--- config.mk ---
export PLATFORM = sky130hd
export DESIGN_NAME = mcac_chan_sched
export DESIGN_NICKNAME = d
export VERILOG_FILES = /design/src/rtl/mcac_sched_pkg.sv /design/src/rtl/mcac_ffs.sv /design/src/rtl/mcac_chan_sched.sv
export SDC_FILE = /design/constraint.sdc
export NUM_CORES = 1
export LEC_CHECK = 0
export ABC_CLOCK_PERIOD_IN_PS = 4450
export CORE_MARGIN = 2
export CORE_UTILIZATION = 60
export CTS_BUF_LIST = sky130_fd_sc_hd__clkbuf_8
export DETAILED_ROUTE_END_ITERATION = 8
export PLACE_DENSITY = 0.86
export SYNTH_ARGS = -nofsm -noshare
export SYNTH_HDL_FRONTEND = slang
export SYNTH_SLANG_ARGS = --single-unit
--- constraint.sdc ---
create_clock -name clk -period 4.45 [get_ports clk]
set_input_delay 1.335 -clock clk [delete_from_list [all_inputs] [get_ports clk]]
set_output_delay 1.335 -clock clk [all_outputs]
set_load 0.02 [all_outputs]
--- src/rtl/mcac_sched_pkg.sv ---
// Shared types and default sizing for the multi-channel codec frame scheduler.
// Build option MCAC_SCHED_WDOG_EN enables the per-channel watchdog in mcac_chan_sched.
package mcac_sched_pkg;

   localparam int NCH_DEF         = 32;
   localparam int CHW_DEF         = 5;
   localparam int WDOG_CYCLES_DEF = 1023;

   typedef enum logic [1:0] {
      IDLE  = 2'd0,
      START = 2'd1,
      WAIT  = 2'd2
   } state_t;

endpackage

--- src/rtl/mcac_ffs.sv ---
// Find-first-set over a channel mask: lowest set bit index plus an all-clear flag.
// Purely combinational, zero latency; no flow control.
module mcac_ffs #(
   parameter int NCH = 32,
   parameter int CHW = 5
) (
   input  logic [NCH-1:0] vec,
   output logic [CHW-1:0] idx,
   output logic           none
);

   // Scan downwards so the lowest set bit is the last one to assign.
   always_comb begin
      idx  = '0;
      none = 1'b1;
      for (int i = NCH - 1; i >= 0; i--) begin
         if (vec[i]) begin
            idx  = CHW'(i);
            none = 1'b0;
         end
      end
   end

endmodule

--- src/rtl/mcac_chan_sched.sv ---
// Per-frame scheduler issuing one start/done job per enabled channel, ascending, to the shared ADPCM engine.
// fs to res_start is 1 cycle; res_done to next res_start is 1 cycle; waits on res_done (watchdog via MCAC_SCHED_WDOG_EN).
module mcac_chan_sched
   import mcac_sched_pkg::*;
#(
   parameter int NCH         = NCH_DEF,
   parameter int CHW         = CHW_DEF,
   parameter int WDOG_CYCLES = WDOG_CYCLES_DEF
) (
   input  logic           clk,
   input  logic           reset,
   input  logic           fs,
   input  logic [NCH-1:0] chan_en,
   input  logic           ovr_clr,
   input  logic           res_done,
   output logic           res_start,
   output logic [CHW-1:0] res_chan,
   output logic           busy,
   output logic           frame_done,
   output logic [CHW:0]   done_cnt,
   output logic           overrun,
   output logic           wdog_err
);

   if (NCH > (1 << CHW) || WDOG_CYCLES < 2) begin : g_bad_param
      $error("mcac_chan_sched: inconsistent NCH/CHW/WDOG_CYCLES");
   end

   state_t         state_q, state_d;
   logic [NCH-1:0] en_q, en_d, en_clr, ffs_vec;
   logic [CHW-1:0] ffs_idx, res_chan_d;
   logic           ffs_none;
   logic           ch_end, wdog_hit;
   logic           res_start_d, busy_d, frame_done_d, overrun_d, wdog_err_d;
   logic [CHW:0]   done_cnt_d;

   // Remaining mask once the channel in flight retires.
   assign en_clr  = en_q & ~({{(NCH-1){1'b0}}, 1'b1} << res_chan);
   assign ffs_vec = (state_q == IDLE) ? chan_en : en_clr;

   mcac_ffs #(.NCH(NCH), .CHW(CHW)) u_ffs (
      .vec  (ffs_vec),
      .idx  (ffs_idx),
      .none (ffs_none)
   );

`ifdef MCAC_SCHED_WDOG_EN
   localparam int WW = $clog2(WDOG_CYCLES + 1);
   logic [WW-1:0] wdog_cnt;

   always_ff @(posedge clk or negedge reset) begin
      if (!reset)                wdog_cnt <= '0;
      else if (state_q != WAIT)  wdog_cnt <= '0;
      else                       wdog_cnt <= wdog_cnt + 1'b1;
   end

   // A real completion in the same cycle takes priority over the abort.
   assign wdog_hit = (state_q == WAIT) && !res_done && (wdog_cnt == WW'(WDOG_CYCLES - 1));
`else
   assign wdog_hit = 1'b0;
`endif

   assign ch_end = (state_q == WAIT) && (res_done || wdog_hit);

   always_ff @(posedge clk or negedge reset) begin
      if (!reset) state_q <= IDLE;
      else        state_q <= state_d;
   end

   always_comb begin
      state_d = state_q;
      case (state_q)
         IDLE:    if (fs && !ffs_none) state_d = START;
         START:   state_d = WAIT;
         WAIT:    if (ch_end) state_d = ffs_none ? IDLE : START;
         default: state_d = IDLE;
      endcase
   end

   always_comb begin
      en_d         = en_q;
      res_chan_d   = res_chan;
      done_cnt_d   = done_cnt;
      busy_d       = busy;
      frame_done_d = 1'b0;
      wdog_err_d   = wdog_err | wdog_hit;
      res_start_d  = (state_d == START);
      case (state_q)
         IDLE: begin
            if (fs) begin
               en_d       = chan_en;
               done_cnt_d = '0;
               if (ffs_none) begin
                  frame_done_d = 1'b1;
               end else begin
                  res_chan_d = ffs_idx;
                  busy_d     = 1'b1;
               end
            end
         end
         WAIT: begin
            if (ch_end) begin
               en_d = en_clr;
               if (res_done) done_cnt_d = done_cnt + 1'b1;
               if (ffs_none) begin
                  frame_done_d = 1'b1;
                  busy_d       = 1'b0;
               end else begin
                  res_chan_d = ffs_idx;
               end
            end
         end
         default: ;
      endcase
      // A late frame sync is dropped but flagged; setting beats clearing.
      if (fs && state_q != IDLE) overrun_d = 1'b1;
      else if (ovr_clr)          overrun_d = 1'b0;
      else                       overrun_d = overrun;
   end

   always_ff @(posedge clk or negedge reset) begin
      if (!reset) begin
         en_q       <= '0;
         res_chan   <= '0;
         res_start  <= 1'b0;
         busy       <= 1'b0;
         frame_done <= 1'b0;
         done_cnt   <= '0;
         overrun    <= 1'b0;
         wdog_err   <= 1'b0;
      end else begin
         en_q       <= en_d;
         res_chan   <= res_chan_d;
         res_start  <= res_start_d;
         busy       <= busy_d;
         frame_done <= frame_done_d;
         done_cnt   <= done_cnt_d;
         overrun    <= overrun_d;
         wdog_err   <= wdog_err_d;
      end
   end

endmodule
==> results.py <==
metrics = {
    "outcome": {
        "status": "completed",
    },
    "detailed_routing": {
        "antenna_left": 0,
        "wl_per_cell_um": 17.6,
        "viasPerCell": 6.63,
        "drc_errors": 0,
        "routed_wl_um": 8860,
        "vias": 3346,
        "firstDrtPassIters": 5,
        "drt_iter0_drc": 413,
    },
    "logic_synthesis": {
        "mappedNetlistArea_sq_um": 3280,
        "synth-main-ff-cell": "dfrtp_1",
        "synth-seq-cells": 49,
        "ys.warnings.count": 0,
        "yosysTopAreaCell": "dfrtp_1",
        "synthCells": 403,
        "synth_edf_count": 0,
        "avgSynthCellArea_sq_um": 8.14,
        "ys_types": 57,
        "synth_nets": 441,
        "synth_area_leaders": "dfrtp_1, o21ai_0, a22o_1",
        "synth_seq_area_share_pct": 37.4,
        "synth_top_area_share_pct": 37.4,
        "async_flop_share_pct": 100,
    },
    "power_and_ir_drop": {
        "power_density_nw_per_um2": 704,
        "p_leak_nw": 1.52,
        "peakVddDrop_mv": 0.517,
    },
    "clocking": {
        "cts_sinks": 49,
        "numCtsBuffers": 5,
        "path_clk_slew_ns": 0.09,
        "clock_latency_ns": 0.30,
        "cts_tree": "yes",
        "cts.htree.levels": 2,
        "cts_setup_buffers": 0,
        "cts_buffer_depth": 2,
        "hold_buffers": 0,
        "ctsResizeCount": 0,
        "cts_root_buf": "clkbuf_8",
    },
    "placed_design": {
        "portBuffers": 51,
        "pre_cts_ws_ns": 0.849,
        "globalplace.congestion": 0.890,
        "place_inst": 497,
        "hpwl_um": 6110,
    },
    "layout": {
        "diodes": 0,
        "instances_no_fill": 505,
        "num-fill-cells": 421,
        "final_nets": 472,
        "drive_above_1_share_pct": 4.14,
        "syn2layout_area_growth_pct": 17.1,
    },
    "worst_setup_path": {
        "reg2reg_slack_ns": 1.25,
        "cp_max_fo": 8,
        "critPathCaptureType": "flop",
        "worst-r2r-cell-count": 8,
        "r2r_start": "state_q[0]$_DFF_PN0_",
        "required_ns": 4.66,
        "cp_data_arrival_time_ns": 3.51,
        "startpoint": "chan_en[31]",
        "reg2reg_to": "res_chan[1]$_DFFE_PN0P_",
        "cp-start-kind": "input port",
        "crit_type": "in -> reg",
        "cp-endpoint": "res_chan[1]$_DFFE_PN0P_",
    },
    "timing": {
        "finalCriticalPeriod_ns": 3.29,
        "finalCritPeriodShare_pct": 74.0,
        "drv_slew": 0,
        "relSlewSlack_pct": 27.5,
        "grt_setup_unrepaired": "no",
        "fin_skew_ns": 0.00569,
        "setup_ws_ns": 1.16,
        "worstMarginPinSlew_ns": 1.09,
        "clock.fmax_mhz": 304,
        "setup_viol_count_final": 0,
        "finalHoldViolCount": 0,
        "fin_tns_setup_ns": 0,
    },
    "worst_hold_path": {
        "hold_class": "reg -> reg",
    },
    "global_routing": {
        "gr-total-overflow": 0,
        "grt_first_pass_wirelength_um": 14700,
        "antenna_found_initial": 0,
        "grt_max_degree": 50,
        "grt_pass1_vias": 3066,
        "grt.total_usage_pct": 30.1,
    },
    "die": {
        "die_h_um": 77.9,
        "dieArea_sq_um": 6080,
        "core_region_area_sq_um": 5200,
        "initial_core_util_pct": 63.0,
        "row_count": 26,
        "io_pins": 53,
        "die_width_um": 77.9,
    },
    "run": {
        "maxCapViolCount": 0,
    },
}
==> layout by cell type (no fill, tap or decap), drive strengths merged, types with 4 or more instances in the layout <==
cell type / netlist / layout
a21oi: 12 / 12
a22o: 32 / 32
a31oi: 15 / 15
buf: 13 / 6
clkbuf: 19 / 5
clkdlybuf4s50: 0 / 50
dfrtp: 49 / 49
inv: 7 / 9
nand2: 48 / 48
nand2b: 10 / 10
nand3: 8 / 8
nand3b: 6 / 6
nor2: 24 / 24
nor2b: 6 / 6
nor3: 18 / 18
o211ai: 6 / 6
o21ai: 69 / 69
or2: 4 / 4
or3: 5 / 5
==> registers in the layout, summed over array words and instances, names as in the netlist <==
register,cells
res_start,1
overrun,1
en_q,32
res_chan,5
done_cnt,6
busy,1
state_q,2
frame_done,1
==> cells by family (layout without fill, tap and decap cells) <==
family,count (synthesis),in the layout,synth area share (%)
compound gates,162,162,32.7
xor+xnor,3,3,0.801
fa+ha+maj,1,1,0.381
buf+inv,39,71,5.45
flops,49,49,37.4
mux,3,3,0.953
other cells,1,1,0.114
simple gates,145,145,22.2
==> worst max-delay path, stage by stage <==
cell and delay, ns:
clkdlybuf4s50_1 0.42, mux2_2 0.29, a2bb2o_1 0.28, nor3b_1 0.21, a41oi_1 0.17, or2_1 0.37, nor2b_1 0.18, a221oi_2 0.24
==> cells in the mapped netlist (all sizes together) (3+ instances only) <==
| library cell | instances |
|---|---|
| or3 | 5 |
| a31oi | 15 |
| a22o | 32 |
| nand2b | 10 |
| nor2 | 24 |
| buf | 13 |
| inv | 7 |
| and3 | 3 |
| nand4 | 3 |
| o21ai | 69 |
| clkbuf | 19 |
| or3b | 3 |
| o211ai | 6 |
| dfrtp | 49 |
| a21boi | 3 |
| nand3b | 6 |
| o31a | 3 |
| nor2b | 6 |
| nor4 | 3 |
| nor3 | 18 |
| nand3 | 8 |
| a21oi | 12 |
| nand2 | 48 |
| or2 | 4 |
==> final cells by class <==
type | instances | area, sq um | area share (%)
Inverter | 7 | 26.3 | 0.684
Clock inverter | 3 | 15.0 | 0.391
Timing Repair Buffer | 56 | 543 | 14.1
Multi-Input combinational cell | 315 | 1880 | 48.8
Clock buffer | 5 | 68.8 | 1.79
Sequential cell | 49 | 1230 | 31.9
Tap cell | 70 | 87.6 | 2.28
==> power by group <==
group	switching, W	internal [W]	leakage [nW]
registers	0.000170	0.000625	0.618
logic	0.00100	0.000650	0.851
clock network	0.000152	0.000107	0.0467
total	0.00132	0.00138	1.52
==> per-layer routing <==
layer	vias to the layer above	share of wire (%)	GRT usage [%]
li1	1561	-	-
met1	1571	44	43.1
met2	198	46	48.3
met3	16	8.6	3.49
met4	0	1.2	8.42
met5	-	0	0
==> worst min path at each step <==
stage	startpoint	endpoint	slack (ns)	cells after the start
after floorplan	en_q[26]$_DFFE_PN0P_	en_q[26]$_DFFE_PN0P_	0.46	1
after global placement	en_q[4]$_DFFE_PN0P_	en_q[4]$_DFFE_PN0P_	0.48	1
after detailed placement	en_q[4]$_DFFE_PN0P_	en_q[4]$_DFFE_PN0P_	0.48	1
after CTS	en_q[4]$_DFFE_PN0P_	en_q[4]$_DFFE_PN0P_	0.51	1
after global routing	en_q[10]$_DFFE_PN0P_	en_q[10]$_DFFE_PN0P_	0.52	1
final	en_q[19]$_DFFE_PN0P_	en_q[19]$_DFFE_PN0P_	0.51	1
==> metrics by stage <==
stage,total power (W),hold slack (ns),utilization [%],area (sq um)
after floorplan,0.00201,0.460,-,3280
after global placement,0.00237,0.478,72.2,3760
after detailed placement,0.00240,0.476,72.2,3760
after CTS,0.00267,0.508,73.8,3840
after global routing,0.00291,0.525,73.8,3840
final,0.00271,0.510,73.8,3840
No activity file was read; power rests on OpenSTA's default activity.
